## src/rtl/dlf_bw_scheduler.sv

```systemverilog
// Bandwidth scheduler for the ADPLL loop filter: acquires lock WIDE -> MED -> NARROW,
// flushes the filter on (re)acquisition and reports lock, lock loss and fault.
module dlf_bw_scheduler #(
  parameter int ERR_WIDTH     = 8,
  parameter int CNT_WIDTH     = 10,
  parameter int LOCK_THRESH   = 4,
  parameter int UNLOCK_THRESH = 32,
  parameter int LOCK_COUNT    = 64,
  parameter int UNLOCK_COUNT  = 8,
  parameter int SETTLE_CYCLES = 16,
  parameter int FLUSH_CYCLES  = 4,
  parameter int ACQ_TIMEOUT   = 800,
  parameter int MAX_RETRY     = 3
) (
  input  logic                 clk,
  input  logic                 rst,
  input  logic                 enable,
  input  logic [ERR_WIDTH-1:0] err_mag,
  input  logic                 err_lead,
  output logic [1:0]           coeff_sel,
  output logic                 coeff_update,
  output logic                 dlf_clear,
  output logic                 locked,
  output logic                 lock_lost,
  output logic                 fault,
  output logic [2:0]           state
);

  typedef enum logic [2:0] {
    S_IDLE   = 3'd0,
    S_FLUSH  = 3'd1,
    S_WIDE   = 3'd2,
    S_MED    = 3'd3,
    S_NARROW = 3'd4,
    S_FAULT  = 3'd5
  } state_t;

  localparam logic [ERR_WIDTH-1:0] LOCK_T     = ERR_WIDTH'(LOCK_THRESH);
  localparam logic [ERR_WIDTH-1:0] UNLOCK_T   = ERR_WIDTH'(UNLOCK_THRESH);
  localparam logic [CNT_WIDTH-1:0] LOCK_C     = CNT_WIDTH'(LOCK_COUNT);
  localparam logic [CNT_WIDTH-1:0] UNLOCK_C   = CNT_WIDTH'(UNLOCK_COUNT);
  localparam logic [CNT_WIDTH-1:0] SETTLE_C   = CNT_WIDTH'(SETTLE_CYCLES);
  localparam logic [CNT_WIDTH-1:0] FLUSH_LAST = CNT_WIDTH'(FLUSH_CYCLES - 1);
  localparam logic [CNT_WIDTH-1:0] TMO_C      = CNT_WIDTH'(ACQ_TIMEOUT);
  localparam logic [CNT_WIDTH-1:0] RETRY_C    = CNT_WIDTH'(MAX_RETRY);

  state_t                 state_q, state_d;
  logic [CNT_WIDTH-1:0]   flush_q, flush_d;
  logic [CNT_WIDTH-1:0]   settle_q, settle_d;
  logic [CNT_WIDTH-1:0]   good_q, good_d;
  logic [CNT_WIDTH-1:0]   bad_q, bad_d;
  logic [CNT_WIDTH-1:0]   tmo_q, tmo_d;
  logic [CNT_WIDTH-1:0]   retry_q, retry_d;
  logic [1:0]             coeff_d;
  logic                   update_d;
  logic                   lost_d;
  logic                   advance;

  // Phase lead/lag is carried for observability only.
  logic unused_err_lead;
  assign unused_err_lead = err_lead;

  function automatic logic [CNT_WIDTH-1:0] sat_inc(input logic [CNT_WIDTH-1:0] c);
    return (c == '1) ? c : c + CNT_WIDTH'(1);
  endfunction

  always_comb begin
    state_d  = state_q;
    flush_d  = flush_q;
    settle_d = settle_q;
    good_d   = good_q;
    bad_d    = bad_q;
    tmo_d    = tmo_q;
    retry_d  = retry_q;
    lost_d   = 1'b0;
    advance  = 1'b0;

    case (state_q)
      S_IDLE:  state_d = S_FLUSH;
      S_FLUSH: begin
        if (flush_q >= FLUSH_LAST) state_d = S_WIDE;
        else                       flush_d = sat_inc(flush_q);
      end
      S_WIDE, S_MED: begin
        tmo_d = sat_inc(tmo_q);
        if (settle_q < SETTLE_C) begin
          settle_d = sat_inc(settle_q);
        end else if (err_mag <= LOCK_T) begin
          if (sat_inc(good_q) >= LOCK_C) begin
            state_d = (state_q == S_WIDE) ? S_MED : S_NARROW;
            advance = 1'b1;
          end else begin
            good_d = sat_inc(good_q);
          end
        end else begin
          good_d = '0;
        end
        // A lock that completes on the timeout cycle is kept.
        if (!advance && (sat_inc(tmo_q) >= TMO_C)) begin
          if (retry_q >= RETRY_C) begin
            state_d = S_FAULT;
          end else begin
            retry_d = sat_inc(retry_q);
            state_d = S_FLUSH;
          end
        end
      end
      S_NARROW: begin
        if (err_mag > UNLOCK_T) begin
          if (sat_inc(bad_q) >= UNLOCK_C) begin
            state_d = S_FLUSH;
            lost_d  = 1'b1;
          end else begin
            bad_d = sat_inc(bad_q);
          end
        end else begin
          bad_d = '0;
        end
      end
      S_FAULT: state_d = S_FAULT;
      default: state_d = S_IDLE;
    endcase

    if (state_d != state_q) begin
      flush_d  = '0;
      settle_d = '0;
      good_d   = '0;
      bad_d    = '0;
    end
    if (state_d == S_FLUSH) tmo_d = '0;
    if ((state_d == S_NARROW) && (state_q != S_NARROW)) retry_d = '0;

    if (!enable) begin
      state_d  = S_IDLE;
      flush_d  = '0;
      settle_d = '0;
      good_d   = '0;
      bad_d    = '0;
      tmo_d    = '0;
      retry_d  = '0;
      lost_d   = 1'b0;
    end

    case (state_d)
      S_MED:    coeff_d = 2'b01;
      S_NARROW: coeff_d = 2'b10;
      default:  coeff_d = 2'b00;
    endcase
    // Disabling is a soft reset: no coefficient-change strobe goes to the filter.
    update_d = enable && (coeff_d != coeff_sel);
  end

  always_ff @(posedge clk) begin
    if (rst) begin
      state_q      <= S_IDLE;
      flush_q      <= '0;
      settle_q     <= '0;
      good_q       <= '0;
      bad_q        <= '0;
      tmo_q        <= '0;
      retry_q      <= '0;
      coeff_sel    <= 2'b00;
      coeff_update <= 1'b0;
      dlf_clear    <= 1'b1;
      locked       <= 1'b0;
      lock_lost    <= 1'b0;
      fault        <= 1'b0;
    end else begin
      state_q      <= state_d;
      flush_q      <= flush_d;
      settle_q     <= settle_d;
      good_q       <= good_d;
      bad_q        <= bad_d;
      tmo_q        <= tmo_d;
      retry_q      <= retry_d;
      coeff_sel    <= coeff_d;
      coeff_update <= update_d;
      dlf_clear    <= (state_d == S_IDLE) || (state_d == S_FLUSH) || (state_d == S_FAULT);
      locked       <= (state_d == S_NARROW);
      lock_lost    <= lost_d;
      fault        <= (state_d == S_FAULT);
    end
  end

  assign state = state_q;

endmodule
```

## config.mk

```make
export PLATFORM = sky130hd
export DESIGN_NAME = dlf_bw_scheduler
export DESIGN_NICKNAME = d
export VERILOG_FILES = /design/src/rtl/dlf_bw_scheduler.sv
export SDC_FILE = /design/constraint.sdc
export NUM_CORES = 1
export LEC_CHECK = 0
export CORE_MARGIN = 2
export CORE_UTILIZATION = 52
export DETAILED_ROUTE_END_ITERATION = 10
export GPL_ROUTABILITY_DRIVEN = 0
export PLACE_DENSITY = 0.79
export SKIP_CTS_REPAIR_TIMING = 1
export SYNTH_ARGS = -nofsm -noshare
export SYNTH_HDL_FRONTEND = slang
export SYNTH_SLANG_ARGS = --single-unit
```

## constraint.sdc

```tcl
create_clock -name clk -period 2.55 [get_ports clk]
set_clock_uncertainty 0.1 [all_clocks]
set_input_delay 0.255 -clock clk [delete_from_list [all_inputs] [get_ports clk]]
set_output_delay 0.255 -clock clk [all_outputs]
set_load 0.02 [all_outputs]
```

**Word level (Yosys, flattened, before mapping)**

Cells that the tools add are included.

- Flip-flop bits (word level): 70
- Bits of input ports: 12
- Word-level logic and storage cells: 100

- Add/sub/neg operators: 6
- Magnitude comparators: 8
- Eq/ne operators: 22
- Multiplexer cells: 24
- Bitwise operators: 9
- Reductions and logical operators: 18

Operators by type and width:

| cell | count |
|---|---|
| $mux 10 | 7 |
| $add 10x1->10 const B | 6 |
| $eq 10x10->1 const B | 6 |
| $mux 3 | 10 |
| $ge 10x2->1 const B | 2 |
| $eq 3x3->1 const B | 5 |
| $pmux 3 s5 | 1 |
| $ge 10x10->1 const B | 1 |
| $ge 10x4->1 const B | 1 |
| $ge 10x7->1 const B | 1 |
| $lt 10x5->1 const B | 1 |
| $eq 3x1->1 const B | 3 |
| $eq 3x2->1 const B | 3 |
| $not 1->1 | 9 |
| $reduce_and 3->1 | 3 |
| $reduce_or 3->1 | 3 |
| $gt 8x6->1 const B | 1 |
| $le 8x3->1 const B | 1 |
| $logic_not 3->1 | 2 |
| $mux 1 | 5 |
| $ne 2x2->1 const B | 2 |
| $pmux 2 s2 | 1 |
| $reduce_and 4->1 | 1 |
| $reduce_or 4->1 | 1 |
| other kinds (8) | 11 |

**Logic depth before layout (Yosys ltp)**

Gate-level depths: netlist of run 1.

- Word-level depth: 16
- Gate-level depth with buffers: 11
- Gate-level depth less buffers: 9

**Worst setup path after synthesis of run 1**

Ideal clock, no wire load.

- Path type: reg-to-reg
- Start: reg tmo_q[2]
- End: reg bad_q[1]
- Library setup time: 0.086 ns
- Arrival time: 2.513 ns
- Required time: 2.364 ns
- Setup slack: -0.149 ns
- Stages on the path, launching flop included: 11
- Period minus slack after synthesis: 2.699 ns
- Cells stage by stage: dfxtp_1 nand3_2 nor2_1 mux2_2 o32ai_2 o311ai_2 a211o_1 or2_1 buf_2 buf_2 a211oi_1

- Longest elaborated chain between the ends: 8

Ends and longest elaborated chain:

| element | line | RTL |
|---|---|---|
| start, declared | 52 | `logic [CNT_WIDTH-1:0] tmo_q, tmo_d;` |
| start signal, assigned | 174 | `tmo_q <= tmo_d;` |
| $add 10x1->10 / $eq 10x10->1 (equally long branches) | 64 | `return (c == '1) ? c : c + CNT_WIDTH'(1);` |
| $mux 10 * | 64 |  |
| $ge 10x10->1 * | 99 | `if (!advance && (sat_inc(tmo_q) >= TMO_C)) begin` |
| $logic_and 1x1->1 * | 99 |  |
| $mux 3 * | 99 |  |
| $pmux 3 s5 * | 78 | `case (state_q)` |
| $ne 3x3->1 * | 124 | `if (state_d != state_q) begin` |
| $reduce_or 3->1 (no line) * | -- |  |
| end signal, assigned | 159 | `bad_q <= '0;` |
| end signal, assigned | 173 | `bad_q <= bad_d;` |
| end, declared | 51 | `logic [CNT_WIDTH-1:0] bad_q, bad_d;` |

Every way passes the cells marked *; elsewhere a longest branch is shown, timed or not.
A chain may end at the register's enable or synchronous reset.

**Worst setup path in the final report of run 1**

- Start: reg tmo_q[0]
- End: reg coeff_update

- Longest elaborated chain between the ends: 11

Ends and longest elaborated chain:

| element | line | RTL |
|---|---|---|
| $add 10x1->10 / $eq 10x10->1 (equally long branches) | 64 |  |
| $mux 10 * | 64 |  |
| $ge 10x10->1 * | 99 |  |
| $logic_and 1x1->1 * | 99 |  |
| $mux 3 * | 99 |  |
| $pmux 3 s5 * | 78 |  |
| $mux 3 * | 133 | `if (!enable) begin` |
| $eq 3x3->1 / $eq 3x2->1 (equally long branches) | 144 | `case (state_d)` |
| $pmux 2 s2 * | 144 |  |
| $ne 2x2->1 * | 150 | `update_d = enable && (coeff_d != coeff_sel);` |
| $logic_and 1x1->1 * | 150 |  |
| end signal, assigned | 177 | `coeff_update <= update_d;` |
| end, declared | 21 | `output logic coeff_update,` |

Marked as above.

==> flow_summary.yaml, run 1 <==
routing:
  route.detailed.wl_per_inst_um: 14.9
  vias: 2687
  detail_route.iter0.violations: 179
  ant_nets: 0
  drtPass1Iterations: 4
  drc: 0
  via_per_inst: 5.62
  wirelength_um: 7120
job:
  cap_violations: 0
power:
  irDropWorstVdd_v: 0.000448
  power_per_cell_area_nw_per_um2: 526
  p_leak_nw: 1.57
setup_path:
  worstPathRequired_ns: 2.70
  crit_arrival_ns: 2.70
  r2r_slack_ns: -0.007
  critical_path_class: "reg -> reg"
  cp-start-kind: "flop"
  cp_max_fo: 6
  r2r_start: "tmo_q[0]"
  rr_endpoint: "coeff_update"
  ff2ff_path_depth: 10
  cp-end-kind: "flop"
floorplan:
  initial_core_util: 0.532
  die_w_um: 81.1
  core-area_um2: 5820
  num_rows: 28
  dieArea_um2: 6580
  ios: 22
  die_y_um: 81.1
timing:
  min_period_ns: 2.56
  tightest_slew_ns: 0.569
  period_share: 1.00
  slew_violations: 0
  fin_ws_ns: -0.00684
  maxSlewHeadroom: 0.619
  fmax_mhz: 391
  setup_violations: 1
  timing.hold.ws_ns: 0.364
  finalHoldViolCount: 0
  rsz0062_at_grt: "true"
synthesis:
  async_reset_ff_frac: 0
  synth.cell_area_um2: 3090
  netlist_instances: 332
  yosysUniqueCellTypes: 58
  yosysSeqAreaShare: 0.453
  synth_edf_count: 0
  synth_top_cell_area_share: 0.453
  synth.avg_cell_area_um2: 9.31
  yosysTopAreaCell: "dfxtp_1"
  yosys-top-cells-area: "dfxtp_1, and2_1, nor2_1"
  ys.flop_type: "dfxtp_1"
  synth_most_common_cell: "dfxtp_1"
  yosysWarnings: 0
  synthTopCellsByCount: "dfxtp_1, nor2_1, and2_1"
  syn_nets: 350
  ys_ff_latch: 70
placement:
  port_buffers: 20
  dp_hpwl_um: 4630
finish:
  fin_util: 0.709
  fillers: 439
  final_layout_size_suffix_gt1_frac: 0.290
  antenna_cells: 0
  fin_nets: 416
  area_delta_synth_final_pct: 33.4
global_route:
  grt_max_degree: 14
  grt_pass1_wl_um: 11200
  grt_usage: 0.223
  antenna_found_initial: 0
  grt.overflow.total: 0
  grt_pass1_vias: 2554
clock_network:
  clk_pin_slew_ns: 0.07
  cts_buffers: 9
  numClockSinks: 70
  root_buffer: "clkbuf_8"
  tritoncts: "done"
  clkLatencyLatePin_ns: 0.36
  htreeDepth: 3
  clk_path_buf_depth: 2
outcome:
  outcome: "finished with violations"
  violations: "negative setup slack"
worst_hold_path:
  whs_endpoint: "retry_q[4]"
  hp-start: "retry_q[4]"
  hold_class: "reg -> reg"
  hold_depth: 1
[flip-flops by register name, summed over array words and instances, names as in the netlist]
| signal | cells |
|---|---|
| dlf_clear | 1 |
| fault | 1 |
| bad_q | 10 |
| locked | 1 |
| good_q | 10 |
| settle_q | 10 |
| coeff_sel | 2 |
| state | 3 |
| tmo_q | 10 |
| retry_q | 10 |
| lock_lost | 1 |
| coeff_update | 1 |
| flush_q | 10 |
[logic make-up (layout without fill, tap and decap cells)]
group / count (synthesis) / count (layout) / share of synthesized area
AND/OR/NAND/NOR: 175 / 176 / 0.308
flip-flops: 70 / 70 / 0.453
AO/OA/AOI/OAI: 42 / 42 / 0.115
XOR/XNOR: 15 / 15 / 0.0425
buffers and inverters: 15 / 85 / 0.0271
multiplexers: 9 / 9 / 0.0295
adder cells (fa/ha/maj): 6 / 6 / 0.0243
[how the worst max path moves through the flow]
stage	cells after the start	from	endpoint
floorplan	10	tmo_q[2]	bad_q[1]
finish	10	tmo_q[0]	coeff_update
global placement	10	err_mag[5]	settle_q[4]
detailed placement	10	err_mag[5]	flush_q[0]
CTS	10	tmo_q[0]	tmo_q[5]
global route	10	tmo_q[0]	settle_q[1]
[cell type report]
| type | count | area, um^2 | area share |
|---|---|---|---|
| clock buffer | 11 | 151 | 0.0367 |
| clock inverter | 5 | 81.3 | 0.0197 |
| inverter | 8 | 30.0 | 0.00728 |
| multi-input combinational | 248 | 1830 | 0.444 |
| sequential | 70 | 1410 | 0.341 |
| tap | 75 | 93.8 | 0.0228 |
| timing repair buffer | 61 | 531 | 0.129 |
[placed cells by master, fill, tap and decap left out, types with 11 or more instances in the layout]
cell type,n
nor2_1,32
nor3_1,15
dfxtp_1,68
nand3_1,13
and3_1,11
clkbuf_8,11
xor2_1,11
buf_4,35
clkdlybuf4s50_1,20
nand2_1,21
and2_1,11
and2_4,14
[power breakdown]
| part | internal, mW | total [mW] | switching [mW] | leakage (nW) |
|---|---|---|---|---|
| combinational | 0.0271 | 0.0532 | 0.0260 | 0.888 |
| clock | 0.603 | 1.02 | 0.416 | 0.116 |
| sequential | 1.09 | 1.09 | 0.00248 | 0.565 |
[metal layers]
| metal | up-vias | share of wire | global-route usage |
|---|---|---|---|
| met5 | - | 0 | 0 |
| met3 | 23 | 0.054 | 0.0667 |
| met2 | 78 | 0.46 | 0.338 |
| li1 | 1333 | - | - |
| met4 | 0 | 0.033 | 0.127 |
| met1 | 1253 | 0.45 | 0.282 |
[per-stage QoR]
stage	worst slack (ns)	total power, mW	std cells	cell area (um^2)	TNS [ns]
4_1_cts	-0.220	2.18	474	3880	-3.32
5_1_grt	-0.0796	2.23	478	4120	-1.86
3_5_place_dp	-0.261	1.16	458	3650	-5.90
2_1_floorplan	0.00708	1.14	332	3130	0
3_3_place_gp	-0.219	1.16	458	3650	-4.99
6_report	-0.00684	2.17	478	4120	-0.00684
[worst max-delay path, stage by stage (launching register included)]
cell	delay (ns)
dfxtp_4	0.36
ha_4	0.16
nand2b_4	0.13
or4_4	0.42
a21oi_4	0.16
o32ai_4	0.13
o41a_1	0.37
o22a_4	0.21
buf_6	0.13
nor4_2	0.20
nor4_1	0.07
Power figures use the tool's default switching activity.
==> run 2, diff against run 1 <==
--- a/config.mk
+++ b/config.mk
@@ -5,8 +5,10 @@
 export SDC_FILE = /design/constraint.sdc
 export NUM_CORES = 1
 export LEC_CHECK = 0
+export CELL_PAD_IN_SITES_DETAIL_PLACEMENT = 0
+export CELL_PAD_IN_SITES_GLOBAL_PLACEMENT = 2
 export CORE_MARGIN = 2
-export CORE_UTILIZATION = 52
+export CORE_UTILIZATION = 33
 export DETAILED_ROUTE_END_ITERATION = 10
 export GPL_ROUTABILITY_DRIVEN = 0
 export PLACE_DENSITY = 0.79
@@ -14,3 +16,4 @@
 export SYNTH_ARGS = -nofsm -noshare
 export SYNTH_HDL_FRONTEND = slang
 export SYNTH_SLANG_ARGS = --single-unit
+export TNS_END_PERCENT = 20
==> run 2 against run 1 <==
  * Design area rose by 2.4%
  * The flow still finishes with violations (negative setup slack)
  * Largest power group unchanged
  * Sequential cell count unchanged
  * Maximum frequency is 2.4% lower
  * Combinational power rose by 3.8%
  * Non-clock buffer count up 14
  * Setup slack lost 0.063 ns
  * Sequential share of layout area down 0.81 points
  * Count of clock-buffer cells in the layout decreased by 2
  * Sequential power hardly changed
  * Hold slack got worse by 0.0020 ns
  * Critical path type unchanged
  * Critical path depth did not move
  * Highest routed layer unchanged
==> flow_summary.yaml, run 2 (synthesis gave the netlist of run 1 again) <==
timing:
  rsz0062_at_grt: "true"
  maxSlewHeadroom: 0.598
  period_share: 1.03
  tightest_slew_ns: 0.600
  finalHoldViolCount: 0
  fmax_mhz: 382
  slew_violations: 0
  setup_violations: 7
  min_period_ns: 2.62
  fin_ws_ns: -0.0703
finish:
  area_delta_synth_final_pct: 36.6
  antenna_cells: 0
  final_layout_size_suffix_gt1_frac: 0.275
  design_area_um2: 4220
  layout_common_cells: "dfxtp_1, buf_4, nor2_1, and2_1, nand2_1"
  fin_nets: 431
  final_cells: 529
  layout_commonest_cell: "dfxtp_1"
floorplan:
  initial_core_util: 0.338
  core-area_um2: 9150
  num_rows: 35
  die_w_um: 101
  ios: 22
  dieArea_um2: 10200
  die_y_um: 101
global_route:
  grt.overflow.total: 0
  grt_max_degree: 14
  antenna_found_initial: 0
  grt_usage: 0.145
  grt_pass1_wl_um: 11800
  grt_pass1_vias: 2628
clock_network:
  numClockSinks: 70
  clk_path_buf_depth: 2
  htreeDepth: 3
  root_buffer: "clkbuf_8"
  cts_buffers: 9
  tritoncts: "done"
  clk_pin_slew_ns: 0.08
  clkLatencyLatePin_ns: 0.35
routing:
  drc: 0
  wirelength_um: 7100
  detail_route.iter0.violations: 41
  via_per_inst: 5.05
  route.detailed.wl_per_inst_um: 13.4
  drtPass1Iterations: 4
  ant_nets: 0
  vias: 2672
placement:
  port_buffers: 20
  placed_area_um2: 3820
  dp_hpwl_um: 5030
  place_ws_ns: -0.340
  place_inst: 510
power:
  power_per_cell_area_nw_per_um2: 507
  seq_power_share: 0.511
  p_leak_nw: 1.63
  irDropWorstVdd_v: 0.000348
  power_mw: 2.14
  p_int_mw: 1.67
  comb_power_share: 0.026
  switching_share: 0.218
  switchingPower_uw: 466
  clkPwrFrac: 0.463
job:
  cap_violations: 0
outcome:
  outcome: "finished with violations"
  violations: "negative setup slack"
setup_path:
  r2r_start: "tmo_q[0]"
  cp_max_fo: 6
  crit_arrival_ns: 2.76
  cp-startpoint: "tmo_q[0]"
  worstPathRequired_ns: 2.69
  critical_path_class: "reg -> reg"
  cp-end-kind: "flop"
  cp-start-kind: "flop"
worst_hold_path:
  hp-start: "flush_q[2]"
  hold_class: "reg -> reg"
-- run 2: per-stage QoR --
stage               TNS, ns   util  hold WS, ns
detailed placement   -10.27  0.417        0.347
CTS                   -4.58  0.441        0.366
finish               -0.240  0.462        0.362
floorplan                 0      -        0.257
global route          -3.34  0.462        0.380
global placement      -8.10  0.417        0.343
-- run 2: worst paths after layout --
check,slack [ns],cells after the start,endpoint
setup reg to reg,-0.07,10,coeff_update
hold reg to reg,0.36,1,flush_q[2]
hold / removal,0.36,1,flush_q[2]
setup / recovery,-0.07,10,coeff_update
-- run 2: cell type report --
class                   count  area [um^2]
fillers                   887         4930
multi-input cells         249         1790
flip-flops and latches     70         1410
repair buffers             75          633
well taps                 111          139
clock buffers               9          124
clock inverters             7         97.6
inverters                   8         30.0
-- run 2: per-layer routing --
metal | GRT usage | part of all wire | vias up
li1 | - | - | 1361
met3 | 0.0402 | 0.037 | 11
met1 | 0.182 | 0.48 | 1261
met5 | 0 | 0 | -
met2 | 0.236 | 0.47 | 39
met4 | 0.0537 | 0.015 | 0
-- run 2: power by group through the flow --
stage | Sequential, mW | Combinational [mW] | Clock (mW)
after floorplan | 1.12 | 0.0229 | 0
after global placement | 1.12 | 0.0476 | 0
after detailed placement | 1.12 | 0.0477 | 0
after CTS | 1.10 | 0.0481 | 1.02
after global routing | 1.09 | 0.0604 | 1.07
final | 1.09 | 0.0552 | 0.991
-- run 2: worst max-delay path, cell delays in order, from the launching register on --
cell and delay (ns):
dfxtp_4 0.36, ha_4 0.16, nand2b_4 0.13, or4_4 0.43
a21oi_4 0.16, o32ai_4 0.13, o41a_1 0.37, o22a_4 0.22
buf_4 0.16, nor4_2 0.20, nor4_1 0.09
